==> src/rtl/cpu_types_pkg.sv <==
// Shared CPU pipeline types for hazard detection and operand forwarding.
package cpu_types_pkg;

  localparam int unsigned REG_W = 5;

  typedef logic [REG_W-1:0] regbits_t;

  typedef enum logic [1:0] {
    RUN      = 2'd0,
    LU_STALL = 2'd1,
    MEM_WAIT = 2'd2,
    HALTED   = 2'd3
  } hz_state_t;

  typedef enum logic [1:0] {
    FWD_NONE  = 2'b00,
    FWD_EXMEM = 2'b01,
    FWD_MEMWB = 2'b10
  } fwd_sel_t;

  // A source depends on a latch when the latch writes a non-zero register it reads.
  function automatic logic src_hit(input regbits_t src, input logic used,
                                   input regbits_t wsel, input logic wen);
    return wen && used && (wsel != '0) && (src == wsel);
  endfunction

endpackage

==> src/rtl/hazard_ctrl_if.sv <==
// Pipeline-status inputs and stall/flush/forward outputs of the hazard unit.
interface hazard_ctrl_if #(
  parameter int unsigned NLATCH = 4,
  parameter int unsigned CNTW   = 32
);
  import cpu_types_pkg::*;

  logic              ihit;
  logic              dhit;
  regbits_t          rs;
  regbits_t          rt;
  logic              rs_used;
  logic              rt_used;
  regbits_t          idex_wsel;
  regbits_t          exmem_wsel;
  regbits_t          memwb_wsel;
  logic              idex_wen;
  logic              exmem_wen;
  logic              memwb_wen;
  logic              idex_memrd;
  logic              exmem_memop;
  logic              branch_taken;
  logic              exmem_halt;
  logic              pcWEN;
  logic [NLATCH-1:0] latch_en;
  logic [NLATCH-1:0] latch_flush;
  fwd_sel_t          fwd_a;
  fwd_sel_t          fwd_b;
  logic [CNTW-1:0]   stall_cnt;

  modport master (
    output ihit, dhit, rs, rt, rs_used, rt_used,
           idex_wsel, exmem_wsel, memwb_wsel, idex_wen, exmem_wen, memwb_wen,
           idex_memrd, exmem_memop, branch_taken, exmem_halt,
    input  pcWEN, latch_en, latch_flush, fwd_a, fwd_b, stall_cnt
  );

  modport slave (
    input  ihit, dhit, rs, rt, rs_used, rt_used,
           idex_wsel, exmem_wsel, memwb_wsel, idex_wen, exmem_wen, memwb_wen,
           idex_memrd, exmem_memop, branch_taken, exmem_halt,
    output pcWEN, latch_en, latch_flush, fwd_a, fwd_b, stall_cnt
  );

endinterface

==> src/rtl/hazard_fwd.sv <==
// Operand forward select for one ID source; EXMEM has the newer value and wins ties.
module hazard_fwd
  import cpu_types_pkg::*;
#(
  parameter int unsigned FWD_EN = 1
) (
  input  regbits_t src,
  input  regbits_t exmem_wsel,
  input  logic     exmem_wen,
  input  regbits_t memwb_wsel,
  input  logic     memwb_wen,
  output fwd_sel_t sel_c
);

  always_comb begin
    sel_c = FWD_NONE;
    if (FWD_EN != 0) begin
      if (src_hit(src, 1'b1, exmem_wsel, exmem_wen))
        sel_c = FWD_EXMEM;
      else if (src_hit(src, 1'b1, memwb_wsel, memwb_wen))
        sel_c = FWD_MEMWB;
    end
  end

endmodule

==> src/rtl/hazard_ctrl.sv <==
// Pipeline hazard controller: stall/flush sequencing, halt handling, stall counter,
// and operand forward selection.
module hazard_ctrl
  import cpu_types_pkg::*;
#(
  parameter int unsigned NLATCH   = 4,
  parameter int unsigned FWD_EN   = 1,
  parameter int unsigned LOAD_LAT = 1,
  parameter int unsigned CNTW     = 32
) (
  input logic          CLK,
  input logic          RST,
  hazard_ctrl_if.slave hz
);

  localparam int unsigned LUW = 2;
  localparam logic [LUW-1:0] LU_INIT = LUW'(LOAD_LAT - 1);

  hz_state_t         state, state_nxt;
  logic [LUW-1:0]    lu_cnt, lu_nxt;
  logic [CNTW-1:0]   stall_cnt;
  logic              pc_wen;
  logic [NLATCH-1:0] latch_en, latch_flush;
  logic              mem_wait, load_use, raw, hazard;
  fwd_sel_t          fwd_a_c, fwd_b_c;

  assign mem_wait = hz.exmem_memop && !hz.dhit;

  assign load_use = hz.idex_memrd &&
                    (src_hit(hz.rs, hz.rs_used, hz.idex_wsel, hz.idex_wen) ||
                     src_hit(hz.rt, hz.rt_used, hz.idex_wsel, hz.idex_wen));

  // Without forwarding any in-flight writer of a source must drain first.
  assign raw = src_hit(hz.rs, hz.rs_used, hz.idex_wsel,  hz.idex_wen)  ||
               src_hit(hz.rt, hz.rt_used, hz.idex_wsel,  hz.idex_wen)  ||
               src_hit(hz.rs, hz.rs_used, hz.exmem_wsel, hz.exmem_wen) ||
               src_hit(hz.rt, hz.rt_used, hz.exmem_wsel, hz.exmem_wen) ||
               src_hit(hz.rs, hz.rs_used, hz.memwb_wsel, hz.memwb_wen) ||
               src_hit(hz.rt, hz.rt_used, hz.memwb_wsel, hz.memwb_wen);

  assign hazard = (FWD_EN != 0) ? load_use : raw;

  // Next state and stall/flush outputs, highest-priority event first.
  always_comb begin
    state_nxt   = state;
    lu_nxt      = lu_cnt;
    pc_wen      = 1'b1;
    latch_en    = '1;
    latch_flush = '0;
    if (state == HALTED) begin
      pc_wen         = 1'b0;
      latch_flush[0] = 1'b1;
    end else if (mem_wait) begin
      pc_wen    = 1'b0;
      latch_en  = '0;
      state_nxt = MEM_WAIT;
    end else if (hz.branch_taken) begin
      latch_flush[1:0] = 2'b11;
      lu_nxt           = '0;
      state_nxt        = RUN;
    end else if (state == LU_STALL) begin
      pc_wen         = 1'b0;
      latch_en[0]    = 1'b0;
      latch_flush[1] = 1'b1;
      lu_nxt         = lu_cnt - LUW'(1);
      state_nxt      = (lu_nxt == '0) ? RUN : LU_STALL;
    end else if (hazard) begin
      pc_wen         = 1'b0;
      latch_en[0]    = 1'b0;
      latch_flush[1] = 1'b1;
      state_nxt      = RUN;
      if (FWD_EN != 0) begin
        lu_nxt = LU_INIT;
        if (LU_INIT != '0) state_nxt = LU_STALL;
      end
    end else if (!hz.ihit) begin
      pc_wen         = 1'b0;
      latch_flush[0] = 1'b1;
      state_nxt      = RUN;
    end else begin
      state_nxt = RUN;
    end
    if (hz.exmem_halt) state_nxt = HALTED;
    if (RST) begin
      pc_wen      = 1'b0;
      latch_en    = '0;
      latch_flush = '1;
    end
  end

  always_ff @(posedge CLK) begin
    if (RST) begin
      state     <= RUN;
      lu_cnt    <= '0;
      stall_cnt <= '0;
    end else begin
      state  <= state_nxt;
      lu_cnt <= lu_nxt;
      if (!pc_wen && (state != HALTED) && (stall_cnt != '1))
        stall_cnt <= stall_cnt + CNTW'(1);
    end
  end

  hazard_fwd #(.FWD_EN(FWD_EN)) u_fwd_a (
    .src        (hz.rs),
    .exmem_wsel (hz.exmem_wsel),
    .exmem_wen  (hz.exmem_wen),
    .memwb_wsel (hz.memwb_wsel),
    .memwb_wen  (hz.memwb_wen),
    .sel_c      (fwd_a_c)
  );

  hazard_fwd #(.FWD_EN(FWD_EN)) u_fwd_b (
    .src        (hz.rt),
    .exmem_wsel (hz.exmem_wsel),
    .exmem_wen  (hz.exmem_wen),
    .memwb_wsel (hz.memwb_wsel),
    .memwb_wen  (hz.memwb_wen),
    .sel_c      (fwd_b_c)
  );

  assign hz.pcWEN       = pc_wen;
  assign hz.latch_en    = latch_en;
  assign hz.latch_flush = latch_flush;
  assign hz.fwd_a       = RST ? FWD_NONE : fwd_a_c;
  assign hz.fwd_b       = RST ? FWD_NONE : fwd_b_c;
  assign hz.stall_cnt   = stall_cnt;

endmodule

==> src/flat_wrapper.sv <==
// flat-port wrapper written by rule: the top's interface ports become plain ports
module hazard_ctrl_flat import cpu_types_pkg::*;
#(
  parameter int unsigned NLATCH   = 4,
  parameter int unsigned FWD_EN   = 1,
  parameter int unsigned LOAD_LAT = 1,
  parameter int unsigned CNTW     = 32
)
  (CLK, RST, hz_ihit, hz_dhit, hz_rs, hz_rt, hz_rs_used, hz_rt_used, hz_idex_wsel, hz_exmem_wsel, hz_memwb_wsel, hz_idex_wen, hz_exmem_wen, hz_memwb_wen, hz_idex_memrd, hz_exmem_memop, hz_branch_taken, hz_exmem_halt, hz_pcWEN, hz_latch_en, hz_latch_flush, hz_fwd_a, hz_fwd_b, hz_stall_cnt);
  hazard_ctrl_if #(.NLATCH(NLATCH), .CNTW(CNTW)) hz_i ();
  input logic CLK;
  input logic RST;
  input wire logic [$bits(hz_i.ihit)-1:0] hz_ihit;
  input wire logic [$bits(hz_i.dhit)-1:0] hz_dhit;
  input wire logic [$bits(hz_i.rs)-1:0] hz_rs;
  input wire logic [$bits(hz_i.rt)-1:0] hz_rt;
  input wire logic [$bits(hz_i.rs_used)-1:0] hz_rs_used;
  input wire logic [$bits(hz_i.rt_used)-1:0] hz_rt_used;
  input wire logic [$bits(hz_i.idex_wsel)-1:0] hz_idex_wsel;
  input wire logic [$bits(hz_i.exmem_wsel)-1:0] hz_exmem_wsel;
  input wire logic [$bits(hz_i.memwb_wsel)-1:0] hz_memwb_wsel;
  input wire logic [$bits(hz_i.idex_wen)-1:0] hz_idex_wen;
  input wire logic [$bits(hz_i.exmem_wen)-1:0] hz_exmem_wen;
  input wire logic [$bits(hz_i.memwb_wen)-1:0] hz_memwb_wen;
  input wire logic [$bits(hz_i.idex_memrd)-1:0] hz_idex_memrd;
  input wire logic [$bits(hz_i.exmem_memop)-1:0] hz_exmem_memop;
  input wire logic [$bits(hz_i.branch_taken)-1:0] hz_branch_taken;
  input wire logic [$bits(hz_i.exmem_halt)-1:0] hz_exmem_halt;
  output wire logic [$bits(hz_i.pcWEN)-1:0] hz_pcWEN;
  output wire logic [$bits(hz_i.latch_en)-1:0] hz_latch_en;
  output wire logic [$bits(hz_i.latch_flush)-1:0] hz_latch_flush;
  output wire logic [$bits(hz_i.fwd_a)-1:0] hz_fwd_a;
  output wire logic [$bits(hz_i.fwd_b)-1:0] hz_fwd_b;
  output wire logic [$bits(hz_i.stall_cnt)-1:0] hz_stall_cnt;
  assign hz_i.ihit = hz_ihit;
  assign hz_i.dhit = hz_dhit;
  assign hz_i.rs = hz_rs;
  assign hz_i.rt = hz_rt;
  assign hz_i.rs_used = hz_rs_used;
  assign hz_i.rt_used = hz_rt_used;
  assign hz_i.idex_wsel = hz_idex_wsel;
  assign hz_i.exmem_wsel = hz_exmem_wsel;
  assign hz_i.memwb_wsel = hz_memwb_wsel;
  assign hz_i.idex_wen = hz_idex_wen;
  assign hz_i.exmem_wen = hz_exmem_wen;
  assign hz_i.memwb_wen = hz_memwb_wen;
  assign hz_i.idex_memrd = hz_idex_memrd;
  assign hz_i.exmem_memop = hz_exmem_memop;
  assign hz_i.branch_taken = hz_branch_taken;
  assign hz_i.exmem_halt = hz_exmem_halt;
  assign hz_pcWEN = hz_i.pcWEN;
  assign hz_latch_en = hz_i.latch_en;
  assign hz_latch_flush = hz_i.latch_flush;
  assign hz_fwd_a = hz_i.fwd_a;
  assign hz_fwd_b = hz_i.fwd_b;
  assign hz_stall_cnt = hz_i.stall_cnt;
  hazard_ctrl #(.NLATCH(NLATCH), .FWD_EN(FWD_EN), .LOAD_LAT(LOAD_LAT), .CNTW(CNTW)) u_core (.CLK(CLK), .RST(RST), .hz(hz_i));
endmodule
==> config.mk <==
export PLATFORM = sky130hd
export DESIGN_NAME = hazard_ctrl_flat
export DESIGN_NICKNAME = d
export VERILOG_FILES = /design/src/rtl/cpu_types_pkg.sv /design/src/rtl/hazard_ctrl_if.sv /design/src/rtl/hazard_fwd.sv /design/src/rtl/hazard_ctrl.sv /design/src/flat_wrapper.sv
export SDC_FILE = /design/constraint.sdc
export NUM_CORES = 1
export LEC_CHECK = 0
export ABC_AREA = 1
export CORE_ASPECT_RATIO = 0.7
export CORE_MARGIN = 3
export CORE_UTILIZATION = 28
export CTS_BUF_LIST = sky130_fd_sc_hd__clkbuf_16
export DETAILED_ROUTE_END_ITERATION = 6
export PLACE_DENSITY_LB_ADDON = 0.25
export SLEW_MARGIN = 20
export SYNTH_ARGS = -nofsm -noshare
export SYNTH_HDL_FRONTEND = slang
export SYNTH_SLANG_ARGS = --single-unit
==> constraint.sdc <==
create_clock -name CLK -period 2 [get_ports CLK]
set_input_delay 0.6 -clock CLK [delete_from_list [all_inputs] [get_ports CLK]]
set_output_delay 0.6 -clock CLK [all_outputs]
set_load 0.1 [all_outputs]
# [Word-level counts from Yosys, hierarchy flattened]
# Cells that the tools add are included.
[totals] ff_bits=36 out_inout_bits=45 word_cells=82
[op_classes] eq_ne=11 add_sub_neg=2 muxes=39 n_reduce_logical=25 bitwise=2
[ops] op="adder 32 x 1 -> 32 bit (second input constant)" n=1
[ops] op="2-to-1 mux 2 bit" n=16
[ops] op="inequality test 32 bit (second input constant)" n=1
[ops] op="equality test 5 bit" n=6
[ops] op="2-to-1 mux 1 bit" n=19
[ops] op="logical AND 1 bit" n=16
[ops] op="nonzero test 5 bit" n=3
[ops] op="2-to-1 mux 4 bit" n=3
[ops] op="inequality test 2 bit (second input constant)" n=2
[ops] op="2-to-1 mux 3 bit" n=1
[ops] op="AND reduction 3 bit" n=1
[ops] op="nonzero test 3 bit" n=1
[ops] op="equality test 2 x 1 -> 1 bit (second input constant)" n=1
[ops] op="equality test 2 bit (second input constant)" n=1
[ops] op="logical NOT 1 bit" n=2
[ops] op="logical NOT 2 bit" n=1
[ops] op="inverter 1 bit" n=2
[ops] op="subtractor 2 x 1 -> 2 bit (second input constant)" n=1
[ops] op="logical OR 1 bit" n=1

# [Depth between registers and ports, before layout]
[depth] ltp_word=14 mapped_depth=14

# [Cells and area by module]
# From an unflattened synthesis, not the netlist that was laid out.
[unflattened] cells_unflattened=533 area_unflattened_um2=3065.4
[modules_own_cells] module="hazard_ctrl" seq_area_each_um2=720.7 cells_each=433 instances=1 area_per_inst_um2=2637.5
[modules_own_cells] module="hazard_fwd" seq_area_each_um2=0.0 cells_each=50 instances=2 area_per_inst_um2=214.0

# [Least setup slack after synthesis]
# OpenSTA, ideal clock, no wires.
[synth_path] path_kind="input-to-output" from="input RST" to="output hz_latch_en[2]" arrival_ns=3.108 t_required_ns=1.400 slack_ns=-1.708 path_stages=4 cell_sequence="clkbuf_1 -> clkbuf_1 -> a21oi_1 -> buf_4"
[synth_via] elab_chain_cells=1
[synth_lines] item="start: declaration" line="flat_wrapper.sv:12" text="input logic RST;"
[synth_lines] item="2-to-1 mux 4 bit" line="hazard_ctrl.sv:84" text="if (RST) begin"
[synth_lines] item="end: declaration" line="flat_wrapper.sv:30" text="output wire logic [$bits(hz_i.latch_en)-1:0] hz_latch_en;"
# Every way passes these cells.

# [Worst setup path after layout]
[layout_path] from="input hz_rt[2]" to="output hz_latch_flush[0]"
[layout_via] elab_chain_cells=10
[layout_lines] item="start: declaration" line="flat_wrapper.sv:16" text="input wire logic [$bits(hz_i.rt)-1:0] hz_rt;"
[layout_lines] item="equality test 5 bit" line="cpu_types_pkg.sv:24" text="return wen && used && (wsel != '0) && (src == wsel);"
[layout_lines] item="logical AND 1 bit"
[layout_lines] item="logical OR 1 bit"
[layout_lines] item="logical AND 1 bit" line="hazard_ctrl.sv:29" text="assign load_use = hz.idex_memrd &&"
[layout_lines] item="2-to-1 mux 1 bit" line="hazard_ctrl.sv:67" text="end else if (hazard) begin"
[layout_lines] item="2-to-1 mux 1 bit" line="hazard_ctrl.sv:61" text="end else if (state == LU_STALL) begin"
[layout_lines] item="2-to-1 mux 2 bit" line="hazard_ctrl.sv:57" text="end else if (hz.branch_taken) begin"
[layout_lines] item="2-to-1 mux 2 bit" line="hazard_ctrl.sv:53" text="end else if (mem_wait) begin"
[layout_lines] item="2-to-1 mux 1 bit" line="hazard_ctrl.sv:50" text="if (state == HALTED) begin"
[layout_lines] item="2-to-1 mux 4 bit" line="hazard_ctrl.sv:84"
[layout_lines] item="end: declaration" line="flat_wrapper.sv:31" text="output wire logic [$bits(hz_i.latch_flush)-1:0] hz_latch_flush;"
# Every way passes these cells.

==> results.json <==
{
  "drive_gt1_frac": 0.503,
  "grt-ovfl-total": 0,
  "postCtsHoldBufs": 0,
  "p_per_area_mw_per_mm2": 415,
  "via_per_inst": 4.82,
  "maxSlewViolCount": 0,
  "gr-usage-all-layers": 0.183,
  "dpl.hpwl_mm": 8.78,
  "holdPathStages": 2,
  "rsz0062_at_grt": "true",
  "num_io_pins": 83,
  "postPlaceCellArea_sq_mm": 0.00496,
  "synth_area_leader_cell": "dfxtp_1",
  "place_congestion": 0.937,
  "synth-edff-count": 0,
  "design_area_sq_mm": 0.00552,
  "cts_max_path_buffers": 2,
  "reg2reg_depth": 10,
  "io_buffers": 82,
  "synthAdderAreaFrac": 0.00837,
  "period_share": 1.26,
  "synth_compound_area_frac": 0.111,
  "skew_ns": 0.00617,
  "wire_per_inst_microns": 15.5,
  "nets": 638,
  "die_h_microns": 92.4,
  "slew_headroom": 0.692,
  "yosys.area_share.simple": 0.419,
  "syn-cell-area_sq_mm": 0.00299,
  "yosys_warnings": 0,
  "vias": 3505,
  "ant_nets": 0,
  "synthXorXnorAreaFrac": 0.120,
  "synth_top_area_frac": 0.241,
  "synth_most_common_cell": "nand2_1",
  "period_needed_ns": 2.51,
  "dr.pass1.iters": 4,
  "grt_max_degree": 34,
  "violations": "negative setup slack",
  "die-area_sq_mm": 0.0120,
  "instances_no_fill": 727,
  "clock_latency_ns": 0.28,
  "start_util": 0.298,
  "worstSetupStartpointType": "primary input",
  "synthToLayoutAreaGrowth_pct": 84.7,
  "grt_pass1_wl_mm": 17.4,
  "synth_top_family_by_area": "simple AND/OR/NAND/NOR gates",
  "timing_worst_setup_path_type": "in -> out",
  "reg2reg_to": "u_core.hz.stall_cnt[30]",
  "dp_worst_setup_slack_ns": -0.998,
  "ys_seq_area_frac": 0.241,
  "cp-end-kind": "output pin",
  "syn-num-nets": 497,
  "cts_tree": "built",
  "synth_ff_type": "dfxtp_1",
  "hp-class": "reg -> reg",
  "leakagePower_nw": 2.26,
  "grt_pass1_vias": 3368,
  "diodes": 0,
  "std_cell_rows": 30,
  "n_fill_cell": 949,
  "setup_viol": 8,
  "fp.dieW_microns": 129,
  "yosys-top-cells-area": "dfxtp_1, nand2_1, xor2_1",
  "synthTopCellsByCount": "nand2_1, nor2_1, inv_1",
  "cp.required_ns": 1.40,
  "drc_errors": 0,
  "routed_wl_mm": 11.3,
  "muxShareOfSynthArea": 0,
  "fmax_mhz": 398,
  "hold_path.startpoint": "u_core.lu_cnt[1]",
  "cts.sinks": 36,
  "numCtsBuffers": 5,
  "syn_inst": 457,
  "dp.cells": 705,
  "hold_end": "u_core.lu_cnt[1]",
  "tightest_slew_ns": 0.459,
  "ys_ff_latch": 36,
  "first_iter_violations": 194,
  "post-route-util": 0.551,
  "antenna_found_initial": 0,
  "syn_area_per_cell_sq_um": 6.54,
  "critPathMaxFanout": 3,
  "clk_pin_slew_ns": 0.06,
  "cp.arrival_ns": 1.91,
  "ys_types": 39,
  "synth_async_sr_flop_share": 0,
  "cts_root_buf": "clkbuf_16",
  "setup_ws_ns": -0.512,
  "ff2ff_setup_slack_ns": 0.12,
  "vdd_drop_max_v": 0.000342,
  "finalHoldViolCount": 0,
  "max_cap_violations": 0,
  "core_area_sq_mm": 0.0100,
  "cts-htree-levels": 2,
  "status": "finished with violations",
  "r2r_start": "u_core.hz.stall_cnt[0]"
}
## stage by stage
stage	hold slack, ns	setup TNS [ns]	power (mW)
2_1_floorplan	0.454	-6.51	1.15
3_3_place_gp	0.474	-29.31	1.46
3_5_place_dp	0.474	-29.67	1.47
4_1_cts	0.488	-3.78	2.23
5_1_grt	0.503	-4.39	2.40
6_report	0.488	-3.56	2.29
## worst max path at each step
stage,from,endpoint,slack [ns],cells past startpoint
after floorplan,hz_idex_wsel[1],hz_latch_flush[0],-1.25,9
after global placement,hz_rt[1],hz_latch_flush[0],-0.99,12
after detailed placement,hz_rt[1],hz_latch_flush[0],-1.0,12
after CTS,hz_exmem_wsel[4],hz_fwd_a[1],-0.56,8
after global routing,hz_rs[2],hz_latch_flush[0],-0.62,13
final,hz_rt[2],hz_latch_flush[0],-0.51,13
## layer usage
layer / share of wire / GRT usage / up-vias
met5: 0 / 0 / -
met4: 0.0051 / 0.0208 / 0
met3: 0.054 / 0.0323 / 6
met2: 0.42 / 0.260 / 78
met1: 0.52 / 0.290 / 1657
li1: - / - / 1764
## layout make-up
class                      count  area [sq um]  area share
sequential                    36           779       0.141
clock inverter                 3          13.8     0.00249
inverter                      50           229      0.0415
tap                          128           160      0.0290
clock buffer                   5           125      0.0227
multi-input combinational    354          2330       0.422
timing repair buffer         151          1880       0.341
## registers in the layout, indices dropped and copies added (netlist names)
| register | count |
|---|---|
| u_core.lu_cnt | 2 |
| u_core.hz.stall_cnt | 32 |
| u_core.state | 2 |
## power by group
part           switching, mW  internal (mW)  leakage, nW
clock network          0.289          0.452       0.0710
registers             0.0106          0.722        0.309
logic                  0.462          0.357         1.88
## logic make-up (layout without fill, tap and decap cells)
| group | after synthesis | after routing |
|---|---|---|
| buffers and inverters | 67 | 209 |
| DFF | 36 | 36 |
| xor gates and xnor gates | 41 | 41 |
| and+or+nand+nor | 258 | 258 |
| AOI/OAI and AO/OA | 53 | 53 |
| adders and majority gates | 2 | 2 |
## placed cells by master, fill, tap and decap left out, types with 3 or more instances in the layout
master,netlist,layout
buf_12,0,50
o22ai_1,4,4
nand4_1,8,8
nand3_1,33,30
dfxtp_1,36,5
clkbuf_2,0,4
or2_4,0,3
clkdlybuf4s50_1,0,3
clkbuf_16,0,8
dfxtp_4,0,8
nand2_1,114,93
inv_1,42,30
buf_4,4,52
xor2_1,23,22
a21oi_2,11,15
nand2_4,2,7
dlygate4sd2_1,0,4
xnor2_2,0,3
buf_6,2,20
nand3_2,11,12
a21oi_1,27,22
dfxtp_2,0,23
inv_2,8,13
nor2_1,48,39
xnor2_1,18,14
o21ai_0,5,3
nor3_1,12,11
nor3_2,3,3
buf_2,5,11
nand2_2,13,28
nor2_4,2,7
nor2_2,1,5
## critical path, stage by stage
cell and delay [ns]:
buf_4 0.14, inv_8 0.05, nand2_1 0.04, nand2_1 0.06
nor2_2 0.04, nand3_1 0.08, nand2_1 0.07, nand2_2 0.10
nand2_4 0.07, nand2_4 0.10, nand2_4 0.05, o211ai_1 0.25
clkbuf_16 0.26
## timing repair
action                                  CTS  global route
endpoints found under the setup margin   45            43
gates resized for setup                 129            94
cloned                                    0             2
pin swaps                                37            47
buffers inserted                          6             9
endpoints found under the hold margin     0             0
Note: power is estimated with default switching activity, not from simulation.
==> patch 1, RTL diff (same settings) <==
The package constant `REG_W` goes from 5 to 10.
--- a/src/rtl/cpu_types_pkg.sv
+++ b/src/rtl/cpu_types_pkg.sv
@@ -3,3 +3,3 @@
 
-  localparam int unsigned REG_W = 5;
+  localparam int unsigned REG_W = 10;
 
Ports: changed (5 resized); port bits go from 83 to 108. No check against the original RTL was run, so the function may have changed too.
==> patch 1 against the unedited design <==
The run still ends with negative setup slack left. Critical path depth down 2. Area after synthesis rose by 9.1%. Via count up 35%. Core utilization grew 6.2 points. Setup slack got worse by 0.18 ns. Sequential cell count is the same. Wire length grew 48%. Total power grew 15%. Synthesized cell count up 18%. Clock skew rose by 0.00067 ns. Cell area up 24%. Largest cell class unchanged. Highest routed layer unchanged.
==> patch 1: results (changes against the unedited design) <==
Non-Clock Buffer Count 229 (+52%); Comb power frac 43.0% (+7.3 points); global-route wire length before repair 24200 µm (+39%); average size of a mapped cell 6.05 µm² (-7.5%); peak supply drop 0.000387 V (+13%); final instance area 6840 µm² (+24%); Post-Place Cells 871 (+24%); #MultiIn Comb 408 (+15%); Setup TNS -8.02 ns (-4.46 ns); commonest cells in the netlist nand2_1, inv_1, nand3_1; Post CTS Setup Buffer Count 26 (+20); Layout clock area frac 2.01% (-0.50 points); Layout non-clock buf frac 38.1% (+4.0 points); nets 822 (+29%); Max FO, Critical Path 4 (+1); Slew @ Worst Pin 0.516 ns (+0.0572 ns); seq_cells 36 (unchanged); Finished Layout Cells 911 (+25%); Worst path slowest cell clkbuf_16; # setup viols final 40 (+32); ANT cells 0 (unchanged); leading post-synthesis cells by cell area dfxtp_1, nand2_1, inv_1; GRT Total Usage 24.3% (+6.1 points); input/output buffers 107 (+30%); clock buffer depth 2 (unchanged); sequential cell area 764 µm² (-1.9%); vias in the first global route 4337 (+29%); dpl hpwl 11900 µm (+35%); CTS root buffer clkbuf_16; Clock Skew 0.00684 ns (+0.000671 ns); H-tree depth 2 (unchanged); cts repair resizes 361 (+180%); NetSw 944 µW (+24%); largest net degree at the start of global routing 33 (-2.9%); inverters 77 (+54%); Lkg Pwr 0.00290 µW (+28%); pre-CTS setup slack -1.14 ns (-0.145 ns); Clock group 764 µW (+3.1%); Cell Area, Placed 5740 µm² (+16%); GPL Wtd Cong 0.946 (+0.99%); slowest stage delay, CP 0.26 ns (about the same); failing checks negative setup slack; Net Count, Synth 604 (+22%); worst path arrival time 2.09 ns (+0.18 ns); Top Registers u_core.hz.stall_cnt x32, u_core.lu_cnt x2, u_core.state x2; layout cells sized above 1 50.0% (-0.25 points); sequential power share 28.1% (-3.9 points); multi-input combinational area share 41.0% (-1.2 points); initial drt markers 392 (+100%); via-per-instance ratio 5.18 (+7.5%); worst setup margin -0.693 ns (-0.182 ns); Fill cells 961 (+1.3%); post-synthesis sequential area ratio 22.1% (-2.0 points); outcome finished, violations left; Final Util 61.2% (+6.2 points); Unique masters post-synth 37 (-5.1%); DRT Pass-1 Iters 5 (+1); wire length per cell 18.3 µm (+18%)
-- patch 1: cell count changes after synthesis, moves of 6 or more --
cell | before | now
nand2_2 | 13 | 2
a221oi_1 | 0 | 8
nand3_2 | 11 | 1
inv_2 | 8 | 1
nand2_1 | 114 | 142
nor4_1 | 4 | 12
inv_1 | 42 | 76
a21oi_1 | 27 | 37
nand3_1 | 33 | 50
o22ai_1 | 4 | 15
nor3_1 | 12 | 18
a21oi_2 | 11 | 0
-- patch 1: metal layers --
| layer | GRT usage (%) | vias to the layer above | part of all wire, % |
|---|---|---|---|
| met5 | 0 | - | 0 |
| met4 | 4.45 | 0 | 1.4 |
| met3 | 7.16 | 31 | 11 |
| met2 | 32.9 | 257 | 40 |
| met1 | 37.6 | 2200 | 47 |
| li1 | - | 2234 | - |
-- patch 1: worst paths after layout --
| kind | from | endpoint | slack, ns | cells after the start |
|---|---|---|---|---|
| setup / recovery | hz_idex_wsel[5] | hz_latch_flush[0] | -0.69 | 11 |
| hold / removal | u_core.lu_cnt[1] | u_core.lu_cnt[1] | 0.48 | 2 |
| setup reg to reg | u_core.hz.stall_cnt[0] | u_core.hz.stall_cnt[27] | -0.12 | 12 |
| hold reg to reg | u_core.lu_cnt[1] | u_core.lu_cnt[1] | 0.48 | 2 |
-- patch 1: critical path, delay by kind of cell --
kind	cells	cell delay (ns)
and+or+nand+nor	7	0.77
buffers and inverters	2	0.37
AOI/OAI and AO/OA	2	0.35
-- patch 1: cells by family after synthesis --
group | count (synthesis) | share of synthesized area [%]
AND/OR/NAND/NOR | 287 | 38.9
AO/OA/AOI/OAI | 77 | 14.4
adder cells (fa/ha/maj) | 2 | 0.767
flip-flops | 36 | 22.1
XOR/XNOR | 42 | 11.3
buffers and inverters | 95 | 12.5
==> patch 2, RTL diff (same flow settings) <==
Without the edit above. Make the reset (`RST`) asynchronous in one clocked block.
--- a/src/rtl/hazard_ctrl.sv
+++ b/src/rtl/hazard_ctrl.sv
@@ -90,3 +90,3 @@
 
-  always_ff @(posedge CLK) begin
+  always_ff @(posedge CLK or posedge RST) begin
     if (RST) begin
Function: differs if RST is asserted again (counterexample within 4 cycles, from zero or initial values and one cycle with RST high); with RST held inactive, the same outputs for 10 cycles.
==> patch 2 against the unedited design <==
The run still ends with negative setup slack left. Setup slack gained 0.098 ns. Cell area grew 1.7%. Area after synthesis shrank 0.54%. Wire length grew 0.71%. Count of clock-buffer cells in the layout is the same. Sequential power grew 18%. Non-clock buffer count is the same. Sequential cell count is the same. Total power grew 21%. Critical path type unchanged.
==> patch 2: results (changes against the unedited design) <==
outcome finished, violations left; failing checks negative setup slack; Synth Area in Compound Gates 3.83% (-7.2 points); Worst path slowest cell nor4_4; Unique masters post-synth 26 (-33%); pre-CTS setup slack -0.999 ns (-0.0000610 ns); initial drt markers 248 (+28%); nets 634 (-0.63%); worst path arrival time 1.81 ns (-0.10 ns); global-route wire length before repair 17400 µm (about the same); Net Count, Synth 494 (-0.60%); peak supply drop 0.000695 V (+100%); Synth Area in XOR/XNOR 12.4% (+0.36 points); wire length per cell 15.7 µm (+1.3%); worst setup margin -0.414 ns (+0.0977 ns); Lkg Pwr 0.00260 µW (+15%); dpl hpwl 8630 µm (-1.7%); GRT Total Usage 18.4% (+0.098 points); CTS Buf Count 5 (unchanged); share of flip-flops with an asynchronous set or reset 100% (+100 points); FF-to-FF End u_core.hz.stall_cnt[19]; slowest stage delay, CP 0.29 ns (+0.03 ns); vias in the first global route 3286 (-2.4%); # setup viols final 8 (unchanged); leading post-synthesis cells by cell area dfrtp_1, nand2_1, nand4_1; worst setup path startpoint hz_rs[0]; R2R Setup Slk 0.10 ns (-0.02 ns); Post-Place Cells 706 (+0.14%); most common flop cell mapped by yosys dfrtp_1; GPL Wtd Cong 0.947 (+1.0%); Cells after Synth 454 (-0.66%); largest net degree at the start of global routing 37 (+8.8%); Cell Area, Placed 5020 µm² (+1.2%); Clock Skew 0.00800 ns (+0.00184 ns); layout cells sized above 1 41.5% (-8.7 points); R2R Path Start u_core.hz.stall_cnt[17]
[patch 2: cell types whose count changed after synthesis, moves of 12 or more]
cell | unedited run | this run
nand4_1 | 8 | 41
dfxtp_1 | 36 | 0
nand3_1 | 33 | 11
dfrtp_1 | 0 | 36
nand2_1 | 114 | 158
nand2_2 | 13 | 1
a21oi_1 | 27 | 6
[patch 2: cell families (layout without fill, tap and decap cells)]
kind of cell / Yosys count / count (layout)
AO/OA/AOI/OAI: 18 / 18
XOR/XNOR: 42 / 42
adder cells (fa/ha/maj): 2 / 2
buffers and inverters: 66 / 207
flip-flops: 36 / 36
AND/OR/NAND/NOR: 290 / 290
[patch 2: where the power goes]
| group | leakage [µW] | internal (µW) | switching, µW |
|---|---|---|---|
| Clock | 0.0000850 | 581 | 314 |
| Sequential | 0.000451 | 785 | 77.4 |
| Combinational | 0.00207 | 438 | 584 |
| Total | 0.00260 | 1800 | 975 |
[patch 2: worst min path at each step]
stage                            startpoint                      end  slack (ns)  depth (start not counted)
finish                     u_core.lu_cnt[0]         u_core.lu_cnt[0]        0.55                          2
global route        u_core.hz.stall_cnt[12]  u_core.hz.stall_cnt[12]        0.58                          2
CTS                        u_core.lu_cnt[0]         u_core.lu_cnt[0]        0.54                          2
detailed placement         u_core.lu_cnt[0]         u_core.lu_cnt[0]        0.52                          2
global placement           u_core.lu_cnt[0]         u_core.lu_cnt[0]        0.52                          2
floorplan                  u_core.lu_cnt[0]         u_core.lu_cnt[0]        0.48                          2
[patch 2: metrics by stage]
stage,hold WS (ns),setup TNS [ns]
floorplan,0.478,-3.27
global placement,0.523,-36.58
detailed placement,0.524,-39.13
CTS,0.541,-3.52
global route,0.581,-5.35
finish,0.546,-3.08
[patch 2: tightest hold or removal path, delay by kind of cell (launching register included)]
family	cells	cell delay, ns
and+or+nand+nor	2	0.13
DFF	1	0.39
[patch 2: layout make-up]
type,count,area (µm²)
sequential,36,936
clock inverter,3,38.8
multi-input combinational,352,2190
timing repair buffer,151,1950
inverter,48,213
clock buffer,5,125
tap,128,160
fill,916,4410
[patch 2: timing repair]
action | in CTS | in global routing
pin swaps | 44 | 44
buffers inserted | 2 | 7
gates resized for setup | 162 | 74
setup endpoints to repair | 47 | 43
gates cloned | 0 | 3
[patch 2: layer usage]
metal	GRT usage [%]	vias up	part of all wire [%]
met5	0	-	0
met4	2.80	0	1.1
met3	3.55	16	6.2
met2	25.0	118	42
met1	29.7	1707	51
li1	-	1755	-
